<file path="config.mk">
export PLATFORM = sky130hd
export DESIGN_NAME = mem_dma_master
export DESIGN_NICKNAME = d
export VERILOG_FILES = /design/src/rtl/mem_dma_master.sv
export SDC_FILE = /design/constraint.sdc
export NUM_CORES = 1
export LEC_CHECK = 0
export ABC_AREA = 0
export CAP_MARGIN = 5
export CORE_ASPECT_RATIO = 0.7
export CORE_UTILIZATION = 40
export CTS_BUF_LIST = sky130_fd_sc_hd__clkbuf_4
export DETAILED_ROUTE_END_ITERATION = 8
export PLACE_DENSITY = 0.69
export SLEW_MARGIN = 30
export SYNTH_ARGS = -nofsm -noshare
export SYNTH_HDL_FRONTEND = slang
export SYNTH_SLANG_ARGS = --single-unit
</file>
<file path="constraint.sdc">
create_clock -name clk -period 1.6 [get_ports clk]
set_input_delay 0.16 -clock clk [delete_from_list [all_inputs] [get_ports clk]]
set_output_delay 0.16 -clock clk [all_outputs]
set_load 0.02 [all_outputs]
</file>
<file path="src/rtl/mem_dma_master.sv">
// Block copy / block fill engine for the single-port data memory.
// Owns the memory port whenever it is busy.
module mem_dma_master #(
  parameter int DATA_WIDTH = 8,
  parameter int ADDR_WIDTH = 8,
  parameter int LEN_WIDTH  = 8
) (
  input  logic                  clk,
  input  logic                  rst,
  input  logic                  start,
  input  logic                  op,
  input  logic [ADDR_WIDTH-1:0] src_addr,
  input  logic [ADDR_WIDTH-1:0] dst_addr,
  input  logic [LEN_WIDTH-1:0]  length,
  input  logic [DATA_WIDTH-1:0] fill_value,
  input  logic                  abort,
  output logic                  busy,
  output logic                  done,
  output logic [LEN_WIDTH-1:0]  words_done,
  output logic                  MemRead,
  output logic                  MemWrite,
  output logic [ADDR_WIDTH-1:0] Address,
  output logic [DATA_WIDTH-1:0] WriteData,
  input  logic [DATA_WIDTH-1:0] ReadData
);

  typedef enum logic [1:0] {
    S_IDLE,
    S_READ,
    S_WRITE,
    S_DONE
  } state_t;

  state_t                state_q, state_d;
  logic [ADDR_WIDTH-1:0] src_q, src_d;
  logic [ADDR_WIDTH-1:0] dst_q, dst_d;
  logic [LEN_WIDTH-1:0]  rem_q, rem_d;
  logic [LEN_WIDTH-1:0]  words_q, words_d;
  logic [DATA_WIDTH-1:0] data_q, data_d;
  logic [DATA_WIDTH-1:0] fill_q, fill_d;
  logic                  op_q, op_d;

  always_ff @(posedge clk or posedge rst) begin
    if (rst) begin
      state_q <= S_IDLE;
      src_q   <= '0;
      dst_q   <= '0;
      rem_q   <= '0;
      words_q <= '0;
      data_q  <= '0;
      fill_q  <= '0;
      op_q    <= 1'b0;
    end else begin
      state_q <= state_d;
      src_q   <= src_d;
      dst_q   <= dst_d;
      rem_q   <= rem_d;
      words_q <= words_d;
      data_q  <= data_d;
      fill_q  <= fill_d;
      op_q    <= op_d;
    end
  end

  assign words_done = words_q;

  always_comb begin
    state_d   = state_q;
    src_d     = src_q;
    dst_d     = dst_q;
    rem_d     = rem_q;
    words_d   = words_q;
    data_d    = data_q;
    fill_d    = fill_q;
    op_d      = op_q;
    busy      = 1'b0;
    done      = 1'b0;
    MemRead   = 1'b0;
    MemWrite  = 1'b0;
    Address   = '0;
    WriteData = '0;

    unique case (state_q)
      S_IDLE: begin
        if (start) begin
          op_d    = op;
          src_d   = src_addr;
          dst_d   = dst_addr;
          rem_d   = length;
          fill_d  = fill_value;
          words_d = '0;
          if (length == '0)  state_d = S_DONE;
          else if (op)       state_d = S_WRITE;
          else               state_d = S_READ;
        end
      end
      S_READ: begin
        busy    = 1'b1;
        Address = src_q;
        // abort suppresses the strobe in the same cycle and drops all updates
        if (abort) begin
          state_d = S_IDLE;
        end else begin
          MemRead = 1'b1;
          data_d  = ReadData;
          src_d   = src_q + ADDR_WIDTH'(1);
          state_d = S_WRITE;
        end
      end
      S_WRITE: begin
        busy      = 1'b1;
        Address   = dst_q;
        WriteData = op_q ? fill_q : data_q;
        if (abort) begin
          state_d = S_IDLE;
        end else begin
          MemWrite = 1'b1;
          dst_d    = dst_q + ADDR_WIDTH'(1);
          rem_d    = rem_q - LEN_WIDTH'(1);
          words_d  = words_q + LEN_WIDTH'(1);
          if (rem_q == LEN_WIDTH'(1)) state_d = S_DONE;
          else if (op_q)              state_d = S_WRITE;
          else                        state_d = S_READ;
        end
      end
      S_DONE: begin
        busy    = 1'b1;
        done    = 1'b1;
        state_d = S_IDLE;
      end
      default: state_d = S_IDLE;
    endcase
  end

endmodule

</file>
=== Yosys cells after proc, flatten, opt, wreduce, memory -nomap -nowiden ===
Cells that the tools add are included.
W data, S select, Z words.

* Register bits: 51
* Word-level logic and storage cells: 57

* Equal/unequal tests: 7
* Muxes and demuxes: 28
* Reductions and logical operators: 9
* Bitwise gates (word level): 1
* Add/sub/neg operators: 4

{| class="wikitable"
|+ Operators with widths
! cell !! count
|-
| $mux W8 || 10
|-
| $pmux W8 S2 || 5
|-
| $add A8 B1 Y8 const B || 3
|-
| $mux W2 || 7
|-
| $eq A8 B1 Y1 const B || 1
|-
| $logic_not A8 Y1 || 1
|-
| $pmux W2 S4 || 1
|-
| $sub A8 B1 Y8 const B || 1
|-
| $ne A2 B2 Y1 const B || 3
|-
| $reduce_and A3 Y1 || 2
|-
| $mux W1 || 5
|-
| $eq A2 B2 Y1 const B || 2
|-
| $reduce_and A2 Y1 || 2
|-
| $reduce_bool A2 Y1 || 2
|-
| $reduce_or A3 Y1 || 1
|-
| $eq A2 B1 Y1 const B || 1
|-
| $logic_not A2 Y1 || 1
|-
| $not A1 Y1 || 1
|}

=== Depth between registers and ports, before layout ===
Gate-level depths: netlist of the first run.

* Depth in word-level cells: 4
* Mapped depth: 9
* Depth with buffers taken out: 6

=== Worst setup path after synthesis of the first run ===
Ideal clock, no wire load.

* Path kind: register -> output
* Start: reg state_q[0]
* End: out Address[5]
* Stages on the path, launching flop included: 8
* Arrival: 1.830 ns
* Required time: 1.440 ns
* Slack: -0.390 ns
* Path through: dfrtp_1 inv_1 ha_1 buf_2 buf_2 buf_1 nand2_1 a21boi_0

* Word-level cells in the longest chain between the ends: 2
* Elaborated cells between the ends (all ways): 3
* Classes of those cells: eq/ne: 2; mux: 1

{| class="wikitable"
|+ Ends and longest elaborated chain
! item !! line !! RTL
|-
| from (decl) || 34 || <nowiki>state_t state_q, state_d;</nowiki>
|-
| from (signal assigned) || 54 || <nowiki>state_q <= state_d;</nowiki>
|-
| $eq A2 B2 Y1 or $eq A2 B1 Y1 (tied branches) || 83 || <nowiki>unique case (state_q)</nowiki>
|-
| $pmux W8 S2 * || 83 ||
|-
| to (decl) || 22 || <nowiki>output logic [ADDR_WIDTH-1:0] Address,</nowiki>
|}

Every way passes the cells marked *; elsewhere a longest branch is shown, timed or not.

=== Worst setup path in the final report of the first run ===
* Start: reg state_q[1]
* End: out Address[7]

Same word-level chain as after synthesis.

==> summary.log, run 1 <==
qor: timing.timing.final.crit_share 1.13
qor: finish.flow.area_growth_from_synthesis 74.5%
qor: worst_setup_path.regToRegSetupSlack -0.18 ns
qor: worst_setup_path.worst_path_most_repeated_cell sky130_fd_sc_hd__buf_6
qor: run.maxCapViolCount 0
qor: finish.insertedDiodeCount 0
qor: worst_setup_path.timing.reg2reg.worst_path_depth 8
qor: status.outcome finished, violations left
qor: synth.ys_seq_area_frac 0.422
qor: cts.cts.hold.buffers_added 0
qor: synth.asyncSetResetFlopFracSynth 1.00
qor: global_route.initial_antenna_violation_count 0
qor: pwr.p_total 10.7 mW
qor: finish.layoutNonFillerInstCount 571
qor: pwr.power.share.combinational 0.711
qor: pwr.leakage 2.30 nW
qor: worst_setup_path.crit_path_start_kind flop
qor: routing.finalWirelength 9940 um
qor: routing.detailroute.via_count 3,147
qor: status.violations_in_the_final_reports setup timing
qor: global_route.grt_start_max_net_pins 52
qor: routing.routed_wire_length_per_instance 17.4 um
qor: cts.tritoncts_clock_tree built
qor: global_route.wire_length_of_the_first_global_routing_pass 14,900 um
qor: synth.mappedNetlistArea 3020 um2
qor: worst_setup_path.crit_path_dat 1.65 ns
qor: worst_setup_path.cp_cell_sequence buf_6 > ha_4 > buf_6 > a22oi_2 > nor2b_2 > buf_6
qor: timing.worstMarginPinSlew 0.419 ns
qor: placed_design.gpl.final_weighted_congestion 0.820
qor: pwr.power.switching_fraction 0.427
qor: synth.average_size_of_a_mapped_cell 9.24 um2
qor: global_route.grt_pass1_vias 3,063
qor: synth.yosysWarningCount 0
qor: timing.layout_setup_ws -0.210 ns
qor: floorplanning.fp.dieW 106 um
qor: routing.drt_drc_violations_left 0
qor: timing.final_period_minus_worst_setup_slack 1.81 ns
qor: synth.syn_nets 382
qor: placed_design.post-place-cells 545
qor: worst_setup_path.worst_setup_path_end_kind output port
qor: cts.clk_pin_slew_worst_paths 0.16 ns
qor: worst_setup_path.crit_type flop to output port
qor: cts.numCtsBuffers 5
qor: timing.worst_clock_skew 0.0186 ns
qor: floorplanning.std_cell_rows 26
qor: cts.worst_skew_pair.late_latency 0.39 ns
qor: worst_setup_path.critPathLaunch state_q[1]
qor: finish.fin_util 0.721
qor: timing.finalHoldWorstSlack 0.123 ns
qor: synth.post_synth_inst_count 327
qor: cts.clk_buf_depth 2
qor: cts.cts_num_sinks 51
qor: worst_setup_path.critPathMaxFanout 5
qor: floorplanning.floorplan.initialDensity 0.413
qor: routing.first_pass_iters 4
qor: pwr.seq_power_share 0.229
qor: pwr.p_sw 4.58 mW
qor: synth.synth-seq-cells 51
qor: hold_path.hold_class input port to asynchronous set/reset pin
qor: floorplanning.die-area 7910 um2
qor: cts.clock_tree.root_cell sky130_fd_sc_hd__clkbuf_4
qor: placed_design.place_hpwl 6390 um
qor: worst_setup_path.timing.rr.start state_q[1]
qor: synth.ys_dominant_reg_cell sky130_fd_sc_hd__dfrtp_1
qor: synth.synth_edf_count 0
qor: synth.synth.distinct_cells 50
qor: placed_design.buffer_ports.inserted 72
qor: routing.route.antenna.remaining_nets 0
qor: pwr.power_frac_clock 0.060
qor: pwr.cell_internal_pwr 6.14 mW
qor: floorplanning.placeableCoreArea 7320 um2
qor: global_route.grt_overflow 0
qor: timing.rsz0062_at_grt yes
qor: timing.setup_viol_count_final 57
qor: worst_setup_path.timing.critical_path.slowest_stage_cell sky130_fd_sc_hd__dfrtp_1
qor: worst_setup_path.r2r-end dst_q[4]
qor: timing.max_slew_margin 0.720
qor: pwr.power.ir.vdd_worst 1.12 mV
qor: worst_setup_path.worst_path_largest_cell_delay 0.44 ns
qor: floorplanning.die_h 74.7 um
qor: floorplanning.io_pins 73
qor: routing.vias_per_cell 5.51
qor: timing.timing.fmax 552 MHz
qor: cts.htreeDepth 2
qor: pwr.power_per_cell_area 2030 nW/um2
qor: finish.final_layout_size_suffix_gt1_frac 0.455
qor: timing.final_max_slew_viol_count 0
qor: worst_setup_path.worst_path_required_time 1.44 ns
qor: timing.finalHoldViolCount 0
qor: finish.final_nets 527
qor: global_route.grt_use_total 0.242
qor: routing.drt-initial-drc-count 203
-- metrics by stage --
step	setup slack, ns	TNS, ns	area (um2)
final	-0.210	-5.99	5270
after global routing	-0.280	-9.61	5270
after CTS	-0.198	-5.03	4880
after detailed placement	-0.248	-7.15	4410
after global placement	-0.226	-5.25	4410
after floorplan	-0.00377	-0.0112	3090
-- Yosys cell counts, types with 2 or more instances --
cell | instances | area share
sky130_fd_sc_hd__xor2_1 | 4 | 0.012
sky130_fd_sc_hd__nand3_1 | 19 | 0.031
sky130_fd_sc_hd__buf_2 | 10 | 0.017
sky130_fd_sc_hd__o21ai_0 | 21 | 0.035
sky130_fd_sc_hd__and3_1 | 4 | 0.0083
sky130_fd_sc_hd__a2bb2oi_1 | 3 | 0.0087
sky130_fd_sc_hd__nand4_1 | 9 | 0.019
sky130_fd_sc_hd__inv_1 | 10 | 0.012
sky130_fd_sc_hd__clkbuf_1 | 5 | 0.0062
sky130_fd_sc_hd__a21oi_1 | 22 | 0.036
sky130_fd_sc_hd__nor2_1 | 24 | 0.030
sky130_fd_sc_hd__o211ai_1 | 2 | 0.0050
sky130_fd_sc_hd__nor3_1 | 6 | 0.0099
sky130_fd_sc_hd__a22oi_1 | 4 | 0.0099
sky130_fd_sc_hd__dfrtp_1 | 51 | 0.42
sky130_fd_sc_hd__a21o_1 | 2 | 0.0050
sky130_fd_sc_hd__nor4_1 | 4 | 0.0083
sky130_fd_sc_hd__a21boi_0 | 6 | 0.015
sky130_fd_sc_hd__nor2b_1 | 6 | 0.012
sky130_fd_sc_hd__or4_1 | 3 | 0.0075
sky130_fd_sc_hd__ha_1 | 10 | 0.041
sky130_fd_sc_hd__o22ai_1 | 11 | 0.023
sky130_fd_sc_hd__a211oi_1 | 4 | 0.0099
sky130_fd_sc_hd__mux2i_1 | 15 | 0.050
sky130_fd_sc_hd__nand2_1 | 29 | 0.036
sky130_fd_sc_hd__buf_1 | 2 | 0.0025
sky130_fd_sc_hd__o21ai_1 | 2 | 0.0033
sky130_fd_sc_hd__a221oi_1 | 2 | 0.0058
sky130_fd_sc_hd__mux2_2 | 16 | 0.060
-- worst max-delay path: cells and delay by family (launching register included) --
family                   cells  cell delay (ns)
AO/OA/AOI/OAI                1             0.20
AND/OR/NAND/NOR              1             0.07
buffers and inverters        3             0.39
flip-flops                   1             0.44
adder cells (fa/ha/maj)      1             0.18
-- metal layers --
layer	routed length, um	vias up	track usage
li1	-	1486	-
met3	647	14	0.0502
met1	4490	1523	0.323
met4	171	0	0.0494
met2	4630	124	0.416
met5	0	-	0
-- worst max-delay path by stage --
| stage | to | slack, ns |
|---|---|---|
| floorplan | src_q[3] | -0.004 |
| global placement | MemRead | -0.23 |
| detailed placement | Address[2] | -0.25 |
| CTS | Address[1] | -0.20 |
| global route | Address[1] | -0.28 |
| finish | Address[7] | -0.21 |
-- cell families after synthesis --
family / synth area share
AOI/OAI and AO/OA: 0.177
muxes: 0.114
and+or+nand+nor: 0.192
buffers and inverters: 0.0414
xor gates and xnor gates: 0.0116
adders and majority gates: 0.0414
DFF: 0.422
-- power groups by stage --
stage	logic [mW]	registers [mW]	clock network (mW)
6_report	7.62	2.46	0.643
5_1_grt	8.08	2.52	0.724
4_1_cts	6.47	2.39	0.640
3_5_place_dp	5.39	2.39	0
3_3_place_gp	5.27	2.35	0
2_1_floorplan	3.01	2.35	0
-- state kept, by name (all words and copies together) (netlist names) --
name        flops
rem_q           8
state_q         2
data_q          8
op_q            1
dst_q           8
src_q           8
words_done      8
fill_q          8
-- cell usage in the layout (no fill, tap or decap), drive strengths merged, types with 2 or more instances in the layout --
cell and n:
nor4 5, ha 10, a22oi 4, o22ai 11
nor2b 6, clkdlybuf4s50 45, a21boi 6, dlygate4sd2 3
inv 11, nor2 24, nand3 19, o21ai 23
dfrtp 51, a221oi 2, o211ai 2, and3 4
clkbuf 8, or4 3, a21oi 23, nor3 6
a2bb2oi 3, a211oi 4, a21o 2, dlymetal6s2s 4
mux2i 15, nand4 9, nand2 31, xor2 4
mux2 17, buf 103
-- area by class of cell --
class                   count  area (um2)
multi-input cells         247        2160
fillers                   518        2050
repair buffers            156        1610
flip-flops and latches     51        1280
well taps                  98         123
clock buffers               7        52.6
inverters                  11        48.8
clock inverters             1        5.00
-- timing repair --
action | CTS | global route
gates resized for setup | 195 | 88
setup buffers | 9 | 6
gates cloned | 2 | 1
endpoints found under the hold margin | 0 | 0
endpoints found under the setup margin | 70 | 74
pin swaps | 13 | 13
Power figures use the tool's default switching activity.
==> run 2: changes to the inputs <==
Settings changed: CTS_BUF_LIST sky130_fd_sc_hd__clkbuf_4 to unset, CTS_CLUSTER_DIAMETER set to 50.
==> run 2 against run 1 <==
Net effect: the run ends with DRC, setup timing left; final cell count unchanged; design area fell by 5.1%; combinational power is 11% lower; via count decreased by 2.8%; register-to-register slack improved by 0.02 ns; maximum frequency increased by 2.6%; wire length fell by 5.7%; sequential power down 2%; count of clock-buffer cells in the layout is the same; largest cell class unchanged; largest power group unchanged.
==> summary.log, run 2 (synthesis results as in run 1) <==
qor: status.outcome finished, violations left [unchanged]
qor: status.violations_in_the_final_reports DRC, setup timing [was setup timing]
qor: floorplanning.placeableCoreArea 7320 um2 [unchanged]
qor: worst_setup_path.crit_path_dat 1.97 ns [was 1.65 ns]
qor: finish.insertedDiodeCount 0 [unchanged]
qor: cts.worst_skew_pair.late_latency 0.30 ns [was 0.39 ns]
qor: cts.cts.hold.buffers_added 0 [unchanged]
qor: finish.layout.filler_cells 574 [was 518]
qor: timing.max_slew_margin 0.742 [was 0.720]
qor: pwr.power_per_cell_area 1990 nW/um2 [was 2030 nW/um2]
qor: routing.vias_per_cell 5.36 [was 5.51]
qor: global_route.grt_use_total 0.232 [was 0.242]
qor: finish.fin_util 0.683 [was 0.721]
qor: pwr.leakage 2.14 nW [was 2.30 nW]
qor: cts.htreeDepth 2 [unchanged]
qor: worst_setup_path.worst_path_required_time 1.81 ns [was 1.44 ns]
qor: timing.final_period_minus_worst_setup_slack 1.76 ns [was 1.81 ns]
qor: routing.route.antenna.remaining_nets 0 [unchanged]
qor: floorplanning.die_h 74.7 um [unchanged]
qor: cts.cts_num_sinks 51 [unchanged]
qor: floorplanning.die-area 7910 um2 [unchanged]
qor: floorplanning.fp.dieW 106 um [unchanged]
qor: timing.finalHoldViolCount 0 [unchanged]
qor: cts.numCtsBuffers 5 [unchanged]
qor: routing.routed_wire_length_per_instance 16.4 um [was 17.4 um]
qor: routing.finalWirelength 9380 um [was 9940 um]
qor: placed_design.dpl_worst_slack -0.248 ns [unchanged]
qor: routing.first_pass_iters 6 [was 4]
qor: timing.timing.fmax 567 MHz [was 552 MHz]
qor: global_route.initial_antenna_violation_count 0 [unchanged]
qor: worst_setup_path.worst_setup_path_end_kind flop [was output port]
qor: routing.detailroute.via_count 3,059 [was 3,147]
qor: floorplanning.floorplan.initialDensity 0.413 [unchanged]
qor: timing.timing.final.crit_share 1.10 [was 1.13]
qor: placed_design.post-place-cells 545 [unchanged]
qor: finish.regArea 1280 um2 [unchanged]
qor: finish.flow.area_growth_from_synthesis 65.5% [was 74.5%]
qor: timing.setup_viol_count_final 57 [unchanged]
qor: global_route.grt_pass1_vias 2,945 [was 3,063]
qor: floorplanning.std_cell_rows 26 [unchanged]
qor: finish.layoutNonFillerInstCount 571 [unchanged]
qor: timing.worst_clock_skew 0.00882 ns [was 0.0186 ns]
qor: timing.final_max_slew_viol_count 0 [unchanged]
qor: finish.final_common_cell sky130_fd_sc_hd__buf_4
qor: timing.rsz0062_at_grt yes [unchanged]
qor: run.maxCapViolCount 0 [unchanged]
qor: placed_design.place_hpwl 6390 um [unchanged]
qor: cts.clk_pin_slew_worst_paths 0.10 ns [was 0.16 ns]
qor: finish.most-common-layout-cells sky130_fd_sc_hd__buf_4, sky130_fd_sc_hd__clkdlybuf4s50_1, sky130_fd_sc_hd__dfrtp_1 [was sky130_fd_sc_hd__dfrtp_1, sky130_fd_sc_hd__buf_4, sky130_fd_sc_hd__clkdlybuf4s50_1]
qor: global_route.grt_overflow 0 [unchanged]
qor: cts.clk_buf_depth 2 [unchanged]
qor: finish.final_layout_size_suffix_gt1_frac 0.395 [was 0.455]
qor: worst_setup_path.crit_type flop to flop [was flop to output port]
qor: placed_design.gpl.final_weighted_congestion 0.820 [unchanged]
qor: routing.drt_drc_violations_left 1 [was 0]
qor: finish.multi_input_logic_area 1960 um2 [was 2160 um2]
qor: hold_path.hold_class input port to asynchronous set/reset pin [unchanged]
qor: cts.clock_tree.root_cell sky130_fd_sc_hd__clkbuf_8 [was sky130_fd_sc_hd__clkbuf_4]
qor: worst_setup_path.critPathMaxFanout 11 [was 5]
qor: placed_design.buffer_ports.inserted 72 [unchanged]
qor: pwr.power.ir.vdd_worst 1.06 mV [was 1.12 mV]
qor: timing.worstMarginPinSlew 0.386 ns [was 0.419 ns]
qor: global_route.grt_start_max_net_pins 52 [unchanged]
qor: routing.drt-initial-drc-count 119 [was 203]
qor: cts.tritoncts_clock_tree built [unchanged]
qor: timing.layout_setup_ws -0.163 ns [was -0.210 ns]
qor: floorplanning.io_pins 73 [unchanged]
qor: global_route.wire_length_of_the_first_global_routing_pass 14,300 um [was 14,900 um]
qor: worst_setup_path.crit_path_start_kind flop [unchanged]
qor: finish.final_nets 527 [unchanged]
==> run 2: worst max-delay path, cell delays in order, from the launching register on <==
cell                       delay (ns)
sky130_fd_sc_hd__dfrtp_1         0.42
sky130_fd_sc_hd__buf_6           0.13
sky130_fd_sc_hd__ha_4            0.17
sky130_fd_sc_hd__buf_12          0.14
sky130_fd_sc_hd__mux2_4          0.34
sky130_fd_sc_hd__nand2_8         0.12
sky130_fd_sc_hd__buf_12          0.11
sky130_fd_sc_hd__nor3_1          0.04
sky130_fd_sc_hd__a211oi_1        0.19
==> run 2: what timing repair did <==
item                                    4_1_cts  5_1_grt
cloned                                        1        2
pin swaps                                    11       10
resized for setup                           144       67
buffers inserted                              8        8
endpoints found under the setup margin       67       70
==> run 2: metrics by stage <==
stage / setup TNS [ns] / power [mW] / hold slack (ns) / instance area [um2]
floorplan: -0.0112 / 5.35 / 0.265 / 3090
global placement: -5.25 / 7.61 / 0.488 / 4410
detailed placement: -7.15 / 7.77 / 0.495 / 4410
CTS: -3.44 / 9.07 / 0.233 / 4690
global route: -8.78 / 10.6 / 0.242 / 5000
finish: -4.72 / 9.98 / 0.211 / 5000
==> run 2: report_power, final <==
part	internal [mW]	switching, mW
registers	1.89	0.539
logic	3.64	3.17
clock network	0.309	0.438
==> run 2: cell type report <==
cell class | instances | area share
inverter | 11 | 0.00925
clock inverter | 1 | 0.00100
multi-input combinational | 247 | 0.393
clock buffer | 7 | 0.0153
tap | 98 | 0.0245
timing repair buffer | 156 | 0.302
sequential | 51 | 0.255
==> run 2: routing by layer <==
metal	share of wire	wire [um]	vias up	global-route usage
met5	0	0	-	0
met4	0.0058	54	0	0.0324
met3	0.063	594	6	0.0485
met2	0.46	4320	100	0.391
met1	0.47	4410	1472	0.319
li1	-	-	1481	-
==> run 2: final timing paths <==
path | from | endpoint | slack (ns) | cells past startpoint
max | state_q[1] | dst_q[4] | -0.16 | 8
min | rst | fill_q[4] | 0.21 | 3
max reg2reg | state_q[1] | dst_q[4] | -0.16 | 8
min reg2reg | fill_q[2] | fill_q[2] | 0.52 | 1
max in group asynchronous | rst | words_done[1] | 1.14 | 3
min in group clk | fill_value[1] | fill_q[1] | 0.47 | 2
